[src/rtl/uart_defs.vh]
// Shared UART state encodings for the TX scheduler FSM.
`ifndef UART_DEFS_VH
`define UART_DEFS_VH
`define UART_ARB_IDLE       3'b000
`define UART_ARB_LAUNCH     3'b001
`define UART_ARB_WAIT_START 3'b010
`define UART_ARB_WAIT_END   3'b100
`endif

[src/rtl/uart_tx_arbiter_pkg.sv]
// Types shared by the UART TX arbiter and its round-robin picker.
package uart_tx_arbiter_pkg;
`include "uart_defs.vh"

    typedef enum logic [2:0] {
        ST_IDLE       = `UART_ARB_IDLE,
        ST_LAUNCH     = `UART_ARB_LAUNCH,
        ST_WAIT_START = `UART_ARB_WAIT_START,
        ST_WAIT_END   = `UART_ARB_WAIT_END
    } arb_state_t;

    function automatic int id_width(input int n);
        return (n > 1) ? $clog2(n) : 1;
    endfunction
endpackage

[src/rtl/uart_tx_arbiter_rr_priority_picker.sv]
// Combinational round-robin picker: first set request bit above i_last, wrapping.
module rr_priority_picker
    import uart_tx_arbiter_pkg::*;
#(
    parameter  int NUM_REQ = 4,
    localparam int ID_W    = id_width(NUM_REQ)
) (
    input  logic [NUM_REQ-1:0] i_req,
    input  logic [ID_W-1:0]    i_last,
    output logic [ID_W-1:0]    o_winner,
    output logic               o_any
);

    // Scan from last+1 upward; the first hit wins and later hits are ignored.
    always_comb begin
        logic [ID_W-1:0] cand;
        o_winner = '0;
        o_any    = 1'b0;
        cand     = '0;
        for (int k = 1; k <= NUM_REQ; k++) begin
            cand = ID_W'((int'(i_last) + k) % NUM_REQ);
            if (i_req[cand] && !o_any) begin
                o_winner = cand;
                o_any    = 1'b1;
            end else begin
                o_winner = o_winner;
            end
        end
    end

endmodule

[src/rtl/uart_tx_arbiter.sv]
// Round-robin scheduler sharing one UART TX serializer among NUM_REQ producers.
module uart_tx_arbiter
    import uart_tx_arbiter_pkg::*;
#(
    parameter  int NUM_REQ       = 4,
    parameter  int DATA_WIDTH    = 8,
    parameter  int START_TIMEOUT = 16,
    localparam int ID_W          = id_width(NUM_REQ),
    localparam int CNT_W         = $clog2(START_TIMEOUT)
) (
    input  logic                          i_clk,
    input  logic                          i_rst,
    input  logic [NUM_REQ-1:0]            i_req,
    input  logic [NUM_REQ*DATA_WIDTH-1:0] i_req_data,
    input  logic                          i_tx_busy,
    output logic [NUM_REQ-1:0]            o_grant,
    output logic [DATA_WIDTH-1:0]         o_tx_data,
    output logic                          o_tx_data_valid,
    output logic [ID_W-1:0]               o_active_id,
    output logic                          o_arb_busy,
    output logic                          o_timeout_err
);

    arb_state_t              r_state, w_state_nxt;
    logic [CNT_W-1:0]        r_cnt, w_cnt_nxt;
    logic [ID_W-1:0]         r_last, w_last_nxt;
    logic [ID_W-1:0]         r_active_id, w_active_id_nxt;
    logic [DATA_WIDTH-1:0]   r_tx_data, w_tx_data_nxt;
    logic [NUM_REQ-1:0]      r_grant, w_grant_nxt;
    logic                    r_valid, w_valid_nxt;
    logic                    r_err, w_err_nxt;
    logic                    r_arb_busy;
    logic [ID_W-1:0]         w_win;
    logic                    w_any;

    rr_priority_picker #(.NUM_REQ(NUM_REQ)) u_picker (
        .i_req    (i_req),
        .i_last   (r_last),
        .o_winner (w_win),
        .o_any    (w_any)
    );

    // Next-state and next-output decode; every output is re-registered below.
    always_comb begin
        w_state_nxt     = r_state;
        w_cnt_nxt       = r_cnt;
        w_last_nxt      = r_last;
        w_active_id_nxt = r_active_id;
        w_tx_data_nxt   = r_tx_data;
        w_grant_nxt     = '0;
        w_valid_nxt     = 1'b0;
        w_err_nxt       = 1'b0;
        case (r_state)
            ST_IDLE: begin
                // A busy serializer is never interrupted, even by a frame we did not start.
                if (w_any && !i_tx_busy) begin
                    w_state_nxt     = ST_LAUNCH;
                    w_active_id_nxt = w_win;
                    w_tx_data_nxt   = i_req_data[int'(w_win)*DATA_WIDTH +: DATA_WIDTH];
                end else begin
                    w_state_nxt = ST_IDLE;
                end
            end
            ST_LAUNCH: begin
                w_valid_nxt              = 1'b1;
                w_grant_nxt[r_active_id] = 1'b1;
                w_cnt_nxt                = '0;
                w_state_nxt              = ST_WAIT_START;
            end
            ST_WAIT_START: begin
                if (i_tx_busy) begin
                    w_state_nxt = ST_WAIT_END;
                end else if (r_cnt == CNT_W'(START_TIMEOUT - 1)) begin
                    w_err_nxt   = 1'b1;
                    w_last_nxt  = r_active_id;
                    w_state_nxt = ST_IDLE;
                end else begin
                    w_cnt_nxt = r_cnt + CNT_W'(1);
                end
            end
            ST_WAIT_END: begin
                if (!i_tx_busy) begin
                    w_last_nxt  = r_active_id;
                    w_state_nxt = ST_IDLE;
                end else begin
                    w_state_nxt = ST_WAIT_END;
                end
            end
            default: begin
                w_state_nxt     = ST_IDLE;
                w_cnt_nxt       = '0;
                w_active_id_nxt = '0;
                w_tx_data_nxt   = '0;
            end
        endcase
    end

    // State, bookkeeping and output registers.
    always_ff @(posedge i_clk or posedge i_rst) begin
        if (i_rst) begin
            r_state     <= ST_IDLE;
            r_cnt       <= '0;
            r_last      <= ID_W'(NUM_REQ - 1);
            r_active_id <= '0;
            r_tx_data   <= '0;
            r_grant     <= '0;
            r_valid     <= 1'b0;
            r_err       <= 1'b0;
            r_arb_busy  <= 1'b0;
        end else begin
            r_state     <= w_state_nxt;
            r_cnt       <= w_cnt_nxt;
            r_last      <= w_last_nxt;
            r_active_id <= w_active_id_nxt;
            r_tx_data   <= w_tx_data_nxt;
            r_grant     <= w_grant_nxt;
            r_valid     <= w_valid_nxt;
            r_err       <= w_err_nxt;
            r_arb_busy  <= (w_state_nxt != ST_IDLE);
        end
    end

    assign o_grant         = r_grant;
    assign o_tx_data       = r_tx_data;
    assign o_tx_data_valid = r_valid;
    assign o_active_id     = r_active_id;
    assign o_arb_busy      = r_arb_busy;
    assign o_timeout_err   = r_err;

endmodule

[config.mk]
export PLATFORM = sky130hd
export DESIGN_NAME = uart_tx_arbiter
export DESIGN_NICKNAME = d
export VERILOG_FILES = /design/src/rtl/uart_tx_arbiter_pkg.sv /design/src/rtl/uart_tx_arbiter_rr_priority_picker.sv /design/src/rtl/uart_tx_arbiter.sv
export VERILOG_INCLUDE_DIRS = /design/src /design/src/rtl
export SDC_FILE = /design/constraint.sdc
export NUM_CORES = 1
export LEC_CHECK = 0
export CAP_MARGIN = 20
export CORE_MARGIN = 8
export CORE_UTILIZATION = 45
export DETAILED_ROUTE_END_ITERATION = 8
export HOLD_SLACK_MARGIN = 0.05
export PLACE_DENSITY = 0.87
export SYNTH_ARGS = -nofsm -noshare
export SYNTH_HDL_FRONTEND = slang
export SYNTH_SLANG_ARGS = --single-unit
[constraint.sdc]
create_clock -name i_clk -period 2.4 [get_ports i_clk]
set_clock_uncertainty 0.1 [all_clocks]
set_input_delay 0.24 -clock i_clk [delete_from_list [all_inputs] [get_ports i_clk]]
set_output_delay 0.24 -clock i_clk [all_outputs]
set_load 0.05 [all_outputs]
==> results of run 1 <==
[worst max-delay path, delay by kind of cell (launching register included)]
family | cells | cell delay (ns)
compound gates | 1 | 0.14
mux | 2 | 0.54
simple gates | 2 | 0.55
flops | 1 | 0.65
[routing by layer]
metal | share of wire | vias up | routed length (um) | track usage
met5 | 0 | - | 0 | 0
met4 | 0.0046 | 0 | 17 | 0.02391
met1 | 0.43 | 652 | 1594 | 0.1728
met3 | 0.11 | 2 | 405 | 0.06525
met2 | 0.45 | 59 | 1683 | 0.2150
li1 | - | 692 | - | -
[placed cells by master (no fill, tap or decap), types with 4 or more instances in the layout]
cell type / n
sky130_fd_sc_hd__a21oi_1: 9
sky130_fd_sc_hd__buf_4: 4
sky130_fd_sc_hd__clkdlybuf4s50_1: 55
sky130_fd_sc_hd__dfrtp_1: 24
sky130_fd_sc_hd__inv_1: 6
sky130_fd_sc_hd__mux2i_1: 15
sky130_fd_sc_hd__nand2_1: 19
sky130_fd_sc_hd__nand2b_1: 4
sky130_fd_sc_hd__nor2_1: 9
sky130_fd_sc_hd__nor3b_1: 4
sky130_fd_sc_hd__o21ai_0: 6
sky130_fd_sc_hd__o221ai_1: 7
[power breakdown]
| group | internal, uW | switching (uW) |
|---|---|---|
| Combinational | 510 | 725 |
| Sequential | 600 | 193 |
| Clock | 169 | 128 |
[sequential cells by signal, summed over array words and instances, names as in the netlist]
| register | cells |
|---|---|
| o_active_id | 2 |
| o_arb_busy | 1 |
| o_grant | 4 |
| o_timeout_err | 1 |
| o_tx_data | 8 |
| o_tx_data_valid | 1 |
| r_cnt | 4 |
| r_last | 2 |
| r_state | 3 |
[metrics by stage]
| stage | hold WS (ns) | cells | util |
|---|---|---|---|
| 3_3_place_gp | 0.3722 | 256 | 0.6434 |
| 5_1_grt | 0.2125 | 260 | 0.6592 |
| 3_5_place_dp | 0.3797 | 256 | 0.6434 |
| 6_report | 0.1816 | 260 | 0.6592 |
| 2_1_floorplan | 0.1785 | 157 | - |
| 4_1_cts | 0.2071 | 260 | 0.6592 |
[final cells by class]
| type | instances | area, um^2 | area share |
|---|---|---|---|
| Timing Repair Buffer | 59 | 580.6 | 0.2639 |
| Sequential cell | 26 | 653.1 | 0.2969 |
| Clock buffer | 3 | 22.52 | 0.01024 |
| Clock inverter | 1 | 30.03 | 0.01365 |
| Inverter | 7 | 26.28 | 0.01195 |
| Multi-Input combinational cell | 118 | 829.5 | 0.3771 |
| Tap cell | 46 | 57.56 | 0.02617 |
[how the worst max path moves through the flow]
stage / from / to / slack (ns)
after global placement: i_req[0] / o_tx_data[0] / 0.11
after global routing: r_last[1] / o_tx_data[7] / 0.14
after detailed placement: i_req[0] / o_tx_data[0] / 0.04
final: r_last[1] / o_tx_data[7] / 0.30
after CTS: r_last[1] / o_tx_data[7] / 0.27
after floorplan: r_last[1] / o_tx_data[2] / 0.58
[cell families (layout without fill, tap and decap cells)]
kind of cell | count (synthesis) | after routing | share of synthesized area
AO/OA/AOI/OAI | 41 | 41 | 0.2048
XOR/XNOR | 1 | 1 | 0.005624
adder cells (fa/ha/maj) | 1 | 1 | 0.008031
buffers and inverters | 13 | 70 | 0.04819
flip-flops | 26 | 26 | 0.4193
multiplexers | 17 | 17 | 0.1108
AND/OR/NAND/NOR | 58 | 58 | 0.2032
==> results.json, run 1 <==
{
  "synthDominantCellAreaShare": 0.3855,
  "die_y_um": 74.84,
  "postLayoutSetupSlackWorst_ns": 0.3040,
  "n_fill_cell": 284,
  "synth_top_cells_by_area": "sky130_fd_sc_hd__dfrtp_1 (39%), sky130_fd_sc_hd__mux2i_1 (9.6%), sky130_fd_sc_hd__nand2_1 (4.6%)",
  "flow.area_growth_from_synthesis_pct": 41.20,
  "post-route-min-period_ns": 2.096,
  "placement_rows": 21,
  "worst_slew_margin_rel": 0.5958,
  "postRouteAntennaNets": 0,
  "cts.hold.buffers_added": 0,
  "ys_async_sr_fraction": 1.000,
  "post-synth-top-area-cell": "sky130_fd_sc_hd__dfrtp_1",
  "synth.top_cells.by_count": "sky130_fd_sc_hd__dfrtp_1 (24), sky130_fd_sc_hd__nand2_1 (19), sky130_fd_sc_hd__mux2i_1 (15)",
  "grt_start_max_net_pins": 17,
  "critical-path-slowest-cell": "sky130_fd_sc_hd__dfstp_2",
  "placedInstanceArea_um2": 2147,
  "floorplan.core_area_um2": 3337,
  "synth_warnings": 0,
  "critPathMaxFanout": 15,
  "dp_slack_ns": 0.04302,
  "grt_setup_unrepaired": "false",
  "cts_buffers": 3,
  "design.final.nets": 255,
  "post-synth-top-count-cell": "sky130_fd_sc_hd__dfrtp_1",
  "pin_count": 56,
  "power_per_cell_area_nw_per_um2": 1057,
  "synth_cell_type_count": 48,
  "crit_type": "reg2reg",
  "first_pass_iters": 4,
  "crit_path_end_kind": "register",
  "slowest_delay_ns": 0.65,
  "fp.dieArea_um2": 5600,
  "die-width_um": 74.84,
  "final.period_utilization": 0.8733,
  "first_global_vias": 1420,
  "leakagePower_uw": 0.0009242,
  "slew_violations": 0,
  "startpoint_type": "register",
  "post_synth_inst_count": 157,
  "regToRegStartpoint": "r_last[1]",
  "post_drt_via_cell_ratio": 5.404,
  "timing.reg2reg.setup_slack_ns": 0.30,
  "ys_seq_elements": 26,
  "synth_area_um2": 1558,
  "grt_remaining_overflow": 0,
  "postSynthNetCount": 197,
  "vdd.ir_drop.worst_v": 0.0005437,
  "yosysSeqAreaShare": 0.4193,
  "cts.root.buffer_cell": "sky130_fd_sc_hd__clkbuf_4",
  "initial_utilization": 0.4668,
  "outcome": "complete, no violations",
  "critPathMostFrequentCell": "sky130_fd_sc_hd__mux2i_1",
  "worstPathRequired_ns": 2.50,
  "clkTransAtPathRegs_ns": 0.14,
  "hold_violations": 0,
  "post-dp-hpwl_mm": 2.978,
  "worstPathCellList": "mux2i_1 -> nor2_1 -> nor2_4 -> mux2i_1 -> o221ai_1",
  "via_count": 1405,
  "cts.sinks": 26,
  "clock_tree_from_tritoncts": "built",
  "worstMarginPinSlew_ns": 0.6056,
  "worstReg2RegEnd": "o_tx_data[7]",
  "critPathArrivalTime_ns": 2.20,
  "drive_above_1_share": 0.09813,
  "worst_hold_path_type": "in2async",
  "place.gp.congestion": 0.8381,
  "cts.repair.resized": 0,
  "clk_path_buf_depth": 2,
  "power_uw": 2325,
  "synth_top_flop_cell": "sky130_fd_sc_hd__dfrtp_1",
  "maxCapViolCount": 0,
  "routedWlPerCell_um": 14.23,
  "synth_edf_count": 0,
  "grt_util_all_layers": 0.1388,
  "drt_first_iter_violations": 63,
  "post-cts-setup-buffer-count": 0,
  "grt_first_pass_wirelength_mm": 6.216,
  "antenna_cells": 0,
  "synthesis.area_per_instance_um2": 9.922,
  "report.final.setup_viol": 0,
  "htree_num_levels": 1,
  "place.port_buffers": 55,
  "tns_ns": 0,
  "post-route-drc-count": 0,
  "grt_antenna_before_repair": 0,
  "insertion_delay_ns": 0.31,
  "max_freq_mhz": 477.1,
  "wirelength_mm": 3.700,
  "layout.cell_area.non_filler_um2": 2200,
  "reg2regPathDepth": 5
}
Power figures use the tool's default switching activity.
==> run 2: changes to the inputs <==
--- a/config.mk
+++ b/config.mk
@@ -8,10 +8,10 @@
 export LEC_CHECK = 0
 export CAP_MARGIN = 20
 export CORE_MARGIN = 8
-export CORE_UTILIZATION = 45
+export CORE_UTILIZATION = 40
 export DETAILED_ROUTE_END_ITERATION = 8
 export HOLD_SLACK_MARGIN = 0.05
-export PLACE_DENSITY = 0.87
+export PLACE_DENSITY = 0.83
 export SYNTH_ARGS = -nofsm -noshare
 export SYNTH_HDL_FRONTEND = slang
 export SYNTH_SLANG_ARGS = --single-unit
==> constraint.sdc (replaced) <==
create_clock -name i_clk -period 1.8 [get_ports i_clk]
set_clock_uncertainty 0.1 [all_clocks]
set_input_delay 0.18 -clock i_clk [delete_from_list [all_inputs] [get_ports i_clk]]
set_output_delay 0.18 -clock i_clk [all_outputs]
set_load 0.05 [all_outputs]
==> results.json, run 2 (synthesis results as in run 1) <==
{
  "reg2regPathDepth": 6,
  "design.final.nets": 275,
  "clkTransAtPathRegs_ns": 0.09,
  "power_uw": 3242,
  "critPathMaxFanout": 15,
  "post-route-drc-count": 0,
  "drive_above_1_share": 0.2265,
  "number_of_flip_flops_under_the_largest_register_name": 8,
  "place.gp.congestion": 0.8057,
  "worst_slew_margin_rel": 0.6538,
  "power_per_cell_area_nw_per_um2": 1382,
  "clk_path_buf_depth": 2,
  "first_global_vias": 1480,
  "layout.cell_area.non_filler_um2": 2346,
  "slowest_delay_ns": 0.59,
  "worstReg2RegEnd": "o_tx_data[7]",
  "routedWlPerCell_um": 13.83,
  "worstPathCellList": "mux2i_1 -> nor2_1 -> nor2_4 -> buf_12 -> mux2i_2 -> o221ai_1",
  "cts.hold.buffers_added": 0,
  "groute.layer.met2.usage": 0.2005,
  "grt_busiest_layer": "met2",
  "clock_tree_from_tritoncts": "built",
  "placement_rows": 22,
  "critPathTopFamily": "flip-flops",
  "worstPathRequired_ns": 1.83,
  "power_frac_clock": 0.101,
  "post-dp-hpwl_mm": 3.188,
  "die-width_um": 78.41,
  "place.port_buffers": 55,
  "insertion_delay_ns": 0.26,
  "slew_violations": 0,
  "grt_start_max_net_pins": 27,
  "initial_utilization": 0.4192,
  "grtUsageMet1": 0.1565,
  "switching_share": 0.4436,
  "power_switching_uw": 1438,
  "most_common_library_cell_in_the_layout_ignoring_fill_and_taps": "sky130_fd_sc_hd__clkdlybuf4s50_1",
  "placedInstanceArea_um2": 2287,
  "final.period_utilization": 1.005,
  "post-cts-setup-buffer-count": 0,
  "grt_setup_unrepaired": "true",
  "maxCapViolCount": 0,
  "post_drt_via_cell_ratio": 5.078,
  "critical-path-slowest-cell": "sky130_fd_sc_hd__dfstp_2",
  "crit_type": "reg2reg",
  "cts_buffers": 3,
  "violations_in_the_final_reports": "setup timing",
  "critical_path.n_buffers_inverters": 1,
  "max_freq_mhz": 552.7,
  "hold_violations": 0,
  "via_count": 1432,
  "antenna_cells": 0,
  "flow.area_growth_from_synthesis_pct": 50.60,
  "post-route-util": 0.6313,
  "leakagePower_uw": 0.001045,
  "grt_remaining_overflow": 0,
  "critPathArrivalTime_ns": 1.84,
  "grt_first_pass_wirelength_mm": 6.541,
  "worstMarginPinSlew_ns": 0.5181,
  "grt_util_all_layers": 0.1281,
  "crit_path_end_kind": "register",
  "drt_first_iter_violations": 91,
  "fp.dieArea_um2": 6147,
  "seq_power_share": 0.305,
  "post-route-min-period_ns": 1.809,
  "htree_num_levels": 1,
  "cts.root.buffer_cell": "sky130_fd_sc_hd__clkbuf_8",
  "cts.sinks": 26,
  "power.internal_uw": 1804,
  "startpoint_type": "register",
  "floorplan.core_area_um2": 3716,
  "timing.reg2reg.setup_slack_ns": -0.009,
  "grt.met3_usage": 0.05353,
  "vdd.ir_drop.worst_v": 0.0005825,
  "tns_ns": -0.009289,
  "postRouteAntennaNets": 0,
  "regToRegStartpoint": "r_last[1]",
  "die_y_um": 78.41,
  "outcome": "finished with violations",
  "grt_antenna_before_repair": 0,
  "wirelength_mm": 3.901,
  "postLayoutSetupSlackWorst_ns": -0.009289,
  "pin_count": 56,
  "layout.cells.most_common_list": "sky130_fd_sc_hd__clkdlybuf4s50_1 (41), sky130_fd_sc_hd__buf_4 (32), sky130_fd_sc_hd__dfrtp_1 (24)",
  "worst_hold_path_type": "in2async",
  "n_fill_cell": 323,
  "layoutNonFillerInstCount": 282,
  "comb_pwr_share": 0.594,
  "dpl.cell_count": 278,
  "first_pass_iters": 4,
  "report.final.setup_viol": 1
}
-- run 2: worst max-delay path by stage --
| stage | start | endpoint | slack, ns | cells past startpoint |
|---|---|---|---|---|
| finish | r_last[1] | o_tx_data[7] | -0.009 | 6 |
| global route | r_last[1] | o_tx_data[7] | -0.14 | 6 |
| CTS | r_last[1] | o_tx_data[7] | -0.02 | 6 |
| detailed placement | i_req[3] | o_tx_data[0] | -0.43 | 6 |
| global placement | i_req[3] | o_tx_data[0] | -0.39 | 6 |
| floorplan | r_last[1] | o_tx_data[2] | -0.01 | 7 |
-- run 2: through the flow --
step	hold slack [ns]	worst slack (ns)
floorplan	0.1185	-0.009934
global placement	0.3720	-0.3894
detailed placement	0.3820	-0.4289
CTS	0.1737	-0.02400
global route	0.2246	-0.1376
finish	0.1678	-0.009289
-- run 2: what timing repair did --
action,in CTS,in global routing
endpoints found under the setup margin,8,8
pin swaps,6,2
gates resized for setup,7,2
-- run 2: power by group through the flow --
stage	Combinational (uW)	Clock (uW)	Sequential (uW)
2_1_floorplan	864	0	1380
3_3_place_gp	1880	0	988
3_5_place_dp	1920	0	997
4_1_cts	1930	343	987
5_1_grt	2090	366	1020
6_report	1930	328	989
-- run 2: routing by layer --
metal,part of all wire,wire length (um),up-vias
met5,0,0,-
met2,0.45,1748,52
li1,-,-,737
met1,0.44,1735,641
met3,0.10,389,2
met4,0.0069,27,0
-- run 2: cell type report --
cell class / instances / area [um^2] / share of cell area
Tap cell: 48 / 60.06 / 0.02560
Sequential cell: 26 / 653.1 / 0.2784
Inverter: 7 / 26.28 / 0.01120
Timing Repair Buffer: 79 / 716.9 / 0.3056
Multi-Input combinational cell: 118 / 844.6 / 0.3600
Clock buffer: 4 / 45.04 / 0.01920
-- run 2: worst min-delay path: cells and delay by family --
| kind | cells | cell delay (ns) |
|---|---|---|
| buffers and inverters | 3 | 0.76 |
==> run 3: changes to the inputs <==
--- a/config.mk
+++ b/config.mk
@@ -8,10 +8,11 @@
 export LEC_CHECK = 0
 export CAP_MARGIN = 20
 export CORE_MARGIN = 8
-export CORE_UTILIZATION = 40
+export CORE_UTILIZATION = 39
 export DETAILED_ROUTE_END_ITERATION = 8
 export HOLD_SLACK_MARGIN = 0.05
-export PLACE_DENSITY = 0.83
+export PLACE_DENSITY = 0.82
 export SYNTH_ARGS = -nofsm -noshare
 export SYNTH_HDL_FRONTEND = slang
+export SYNTH_HIERARCHICAL = 1
 export SYNTH_SLANG_ARGS = --single-unit
==> results.json, run 3 <==
{
  "outcome": "finished with violations",
  "violations_in_the_final_reports": "setup timing",
  "initial_utilization": 0.4053,
  "leakagePower_uw": 0.0009375,
  "post-synth-top-area-cell": "sky130_fd_sc_hd__dfrtp_1",
  "maxCapViolCount": 0,
  "synth_edf_count": 0,
  "routedWlPerCell_um": 15.97,
  "grt_start_max_net_pins": 27,
  "clk_path_buf_depth": 2,
  "synthDominantCellAreaShare": 0.4078,
  "via_count": 1268,
  "cts_buffers": 3,
  "clkTransAtPathRegs_ns": 0.08,
  "hold_violations": 0,
  "critPathArrivalTime_ns": 2.18,
  "place.gp.congestion": 0.7676,
  "fp.dieArea_um2": 5999,
  "dp_slack_ns": -0.4349,
  "report.final.setup_viol": 8,
  "yosysSeqAreaShare": 0.4435,
  "synthesis.area_per_instance_um2": 11.78,
  "power_per_cell_area_nw_per_um2": 1423,
  "clock_tree_from_tritoncts": "built",
  "most_common_library_cell_in_the_layout_ignoring_fill_and_taps": "sky130_fd_sc_hd__clkdlybuf4s50_1",
  "place.port_buffers": 55,
  "mux_cell_area_share_after_synthesis": 0.1436,
  "cts.root.buffer_cell": "sky130_fd_sc_hd__clkbuf_8",
  "htree_num_levels": 1,
  "final.period_utilization": 1.180,
  "post-route-drc-count": 0,
  "grt_first_pass_wirelength_mm": 6.237,
  "tns_ns": -2.290,
  "synth_warnings": 6,
  "postSynthNetCount": 165,
  "design.final.nets": 230,
  "first_pass_iters": 4,
  "synth.top_cells.by_count": "sky130_fd_sc_hd__dfrtp_1 (24), sky130_fd_sc_hd__a22o_1 (10), sky130_fd_sc_hd__mux4_2 (8), sky130_fd_sc_hd__nand2b_1 (8)",
  "post_synth_inst_count": 125,
  "post-route-min-period_ns": 2.123,
  "synth_top_cells_by_area": "sky130_fd_sc_hd__dfrtp_1 (41%), sky130_fd_sc_hd__mux4_2 (12%), sky130_fd_sc_hd__a22o_1 (5.9%)",
  "worst_slew_margin_rel": 0.6655,
  "die_y_um": 77.45,
  "pin_count": 56,
  "layout.cells.most_common_list": "sky130_fd_sc_hd__clkdlybuf4s50_1 (45), sky130_fd_sc_hd__dfrtp_1 (24), sky130_fd_sc_hd__buf_4 (23)",
  "postRouteAntennaNets": 0,
  "worstPathRequired_ns": 1.86,
  "antenna_cells": 0,
  "wirelength_mm": 3.786,
  "synth_xor_xnor_area_share": 0,
  "crit_type": "reg2reg",
  "critPathMaxFanout": 9,
  "fraction_of_the_mapped_netlist_area_in_compound_gates": 0.1920,
  "post-synth-top-count-cell": "sky130_fd_sc_hd__dfrtp_1",
  "synth_cell_type_count": 42,
  "ys_async_sr_fraction": 1.000,
  "synthAdderAreaFrac": 0.01614,
  "post_drt_via_cell_ratio": 5.350,
  "synth-simple-area-share": 0.1521,
  "post-route-util": 0.5988,
  "placement_rows": 22,
  "max_freq_mhz": 471.0,
  "floorplan.core_area_um2": 3633,
  "worst_hold_path_type": "in2async",
  "flow.area_growth_from_synthesis_pct": 47.75,
  "first_global_vias": 1374,
  "startpoint_type": "register",
  "number_of_flip_flops_under_the_largest_register_name": 8,
  "crit_path_end_kind": "register",
  "cts.hold.buffers_added": 0,
  "post-dp-hpwl_mm": 3.070,
  "grt_remaining_overflow": 0,
  "die-width_um": 77.45,
  "grt_antenna_before_repair": 0,
  "synth_area_um2": 1473,
  "drt_first_iter_violations": 46,
  "slew_violations": 0,
  "insertion_delay_ns": 0.26,
  "worstMarginPinSlew_ns": 0.5002,
  "postLayoutSetupSlackWorst_ns": -0.3233,
  "vdd.ir_drop.worst_v": 0.0006788,
  "ys_seq_elements": 26,
  "grt_util_all_layers": 0.1239,
  "drive_above_1_share": 0.2434,
  "grt_setup_unrepaired": "true",
  "synth_top_flop_cell": "sky130_fd_sc_hd__dfrtp_1",
  "largest_family_of_logic_cells_by_synthesized_area": "compound AO/OA/AOI/OAI gates",
  "cts.sinks": 26
}
==> run 3: power breakdown <==
part	internal [uW]	total (uW)	switching, uW
clock	195	361	166
sequential	797	1010	210
combinational	771	1730	956
total	1760	3100	1330
==> run 3: layer usage <==
layer | routed length (um) | global-route usage | vias to the layer above | part of all wire
met1 | 1519 | 0.1303 | 627 | 0.40
li1 | - | - | 608 | -
met4 | 34 | 0.04906 | 0 | 0.0090
met5 | 0 | 0 | - | 0
met3 | 170 | 0.02304 | 2 | 0.045
met2 | 2061 | 0.2359 | 31 | 0.54
==> run 3: critical path, stage by stage (launching register included) <==
cell                       delay, ns
sky130_fd_sc_hd__dfstp_2        0.60
sky130_fd_sc_hd__nand2b_4       0.14
sky130_fd_sc_hd__a21oi_2        0.05
sky130_fd_sc_hd__o221ai_2       0.23
sky130_fd_sc_hd__buf_12         0.17
sky130_fd_sc_hd__mux4_2         0.50
sky130_fd_sc_hd__a22o_1         0.22
==> run 3: cell families after synthesis <==
group / count (synthesis)
and+or+nand+nor: 37
AOI/OAI and AO/OA: 36
DFF: 26
buffers and inverters: 13
muxes: 11
adders and majority gates: 2
==> run 3: stage by stage <==
step	total power (uW)	cells	cell area, um^2	hold slack [ns]
finish	3096	237	2176	0.1613
global route	3274	237	2176	0.1868
CTS	3115	237	2176	0.1738
detailed placement	2750	233	2121	0.3953
global placement	2693	233	2121	0.3877
floorplan	2222	125	1480	0.1185
==> run 3: path summary, 6_finish.rpt <==
path,depth (start not counted),to,from,slack (ns)
setup / recovery,6,o_tx_data[2],r_last[1],-0.32
hold / removal,3,o_active_id[1],i_rst,0.16
setup reg to reg,6,o_tx_data[2],r_last[1],-0.32
hold reg to reg,1,o_tx_data[7],o_tx_data[7],0.41
max in group asynchronous,3,r_last[1],i_rst,1.15
min in group i_clk,1,o_tx_data[7],o_tx_data[7],0.41
==> run 3: area by class of cell <==
cell class / instances / area [um^2]
multi-input combinational: 86 / 749.5
fill: 302 / 1458
clock buffer: 4 / 55.05
inverter: 4 / 15.01
sequential: 26 / 653.1
tap: 48 / 60.06
timing repair buffer: 69 / 643.1
==> run 3: repair_timing <==
action | in CTS | in global routing
buffers inserted | 0 | 0
cloned | 0 | 0
endpoints found under the setup margin | 8 | 8
gates resized for setup | 0 | 0
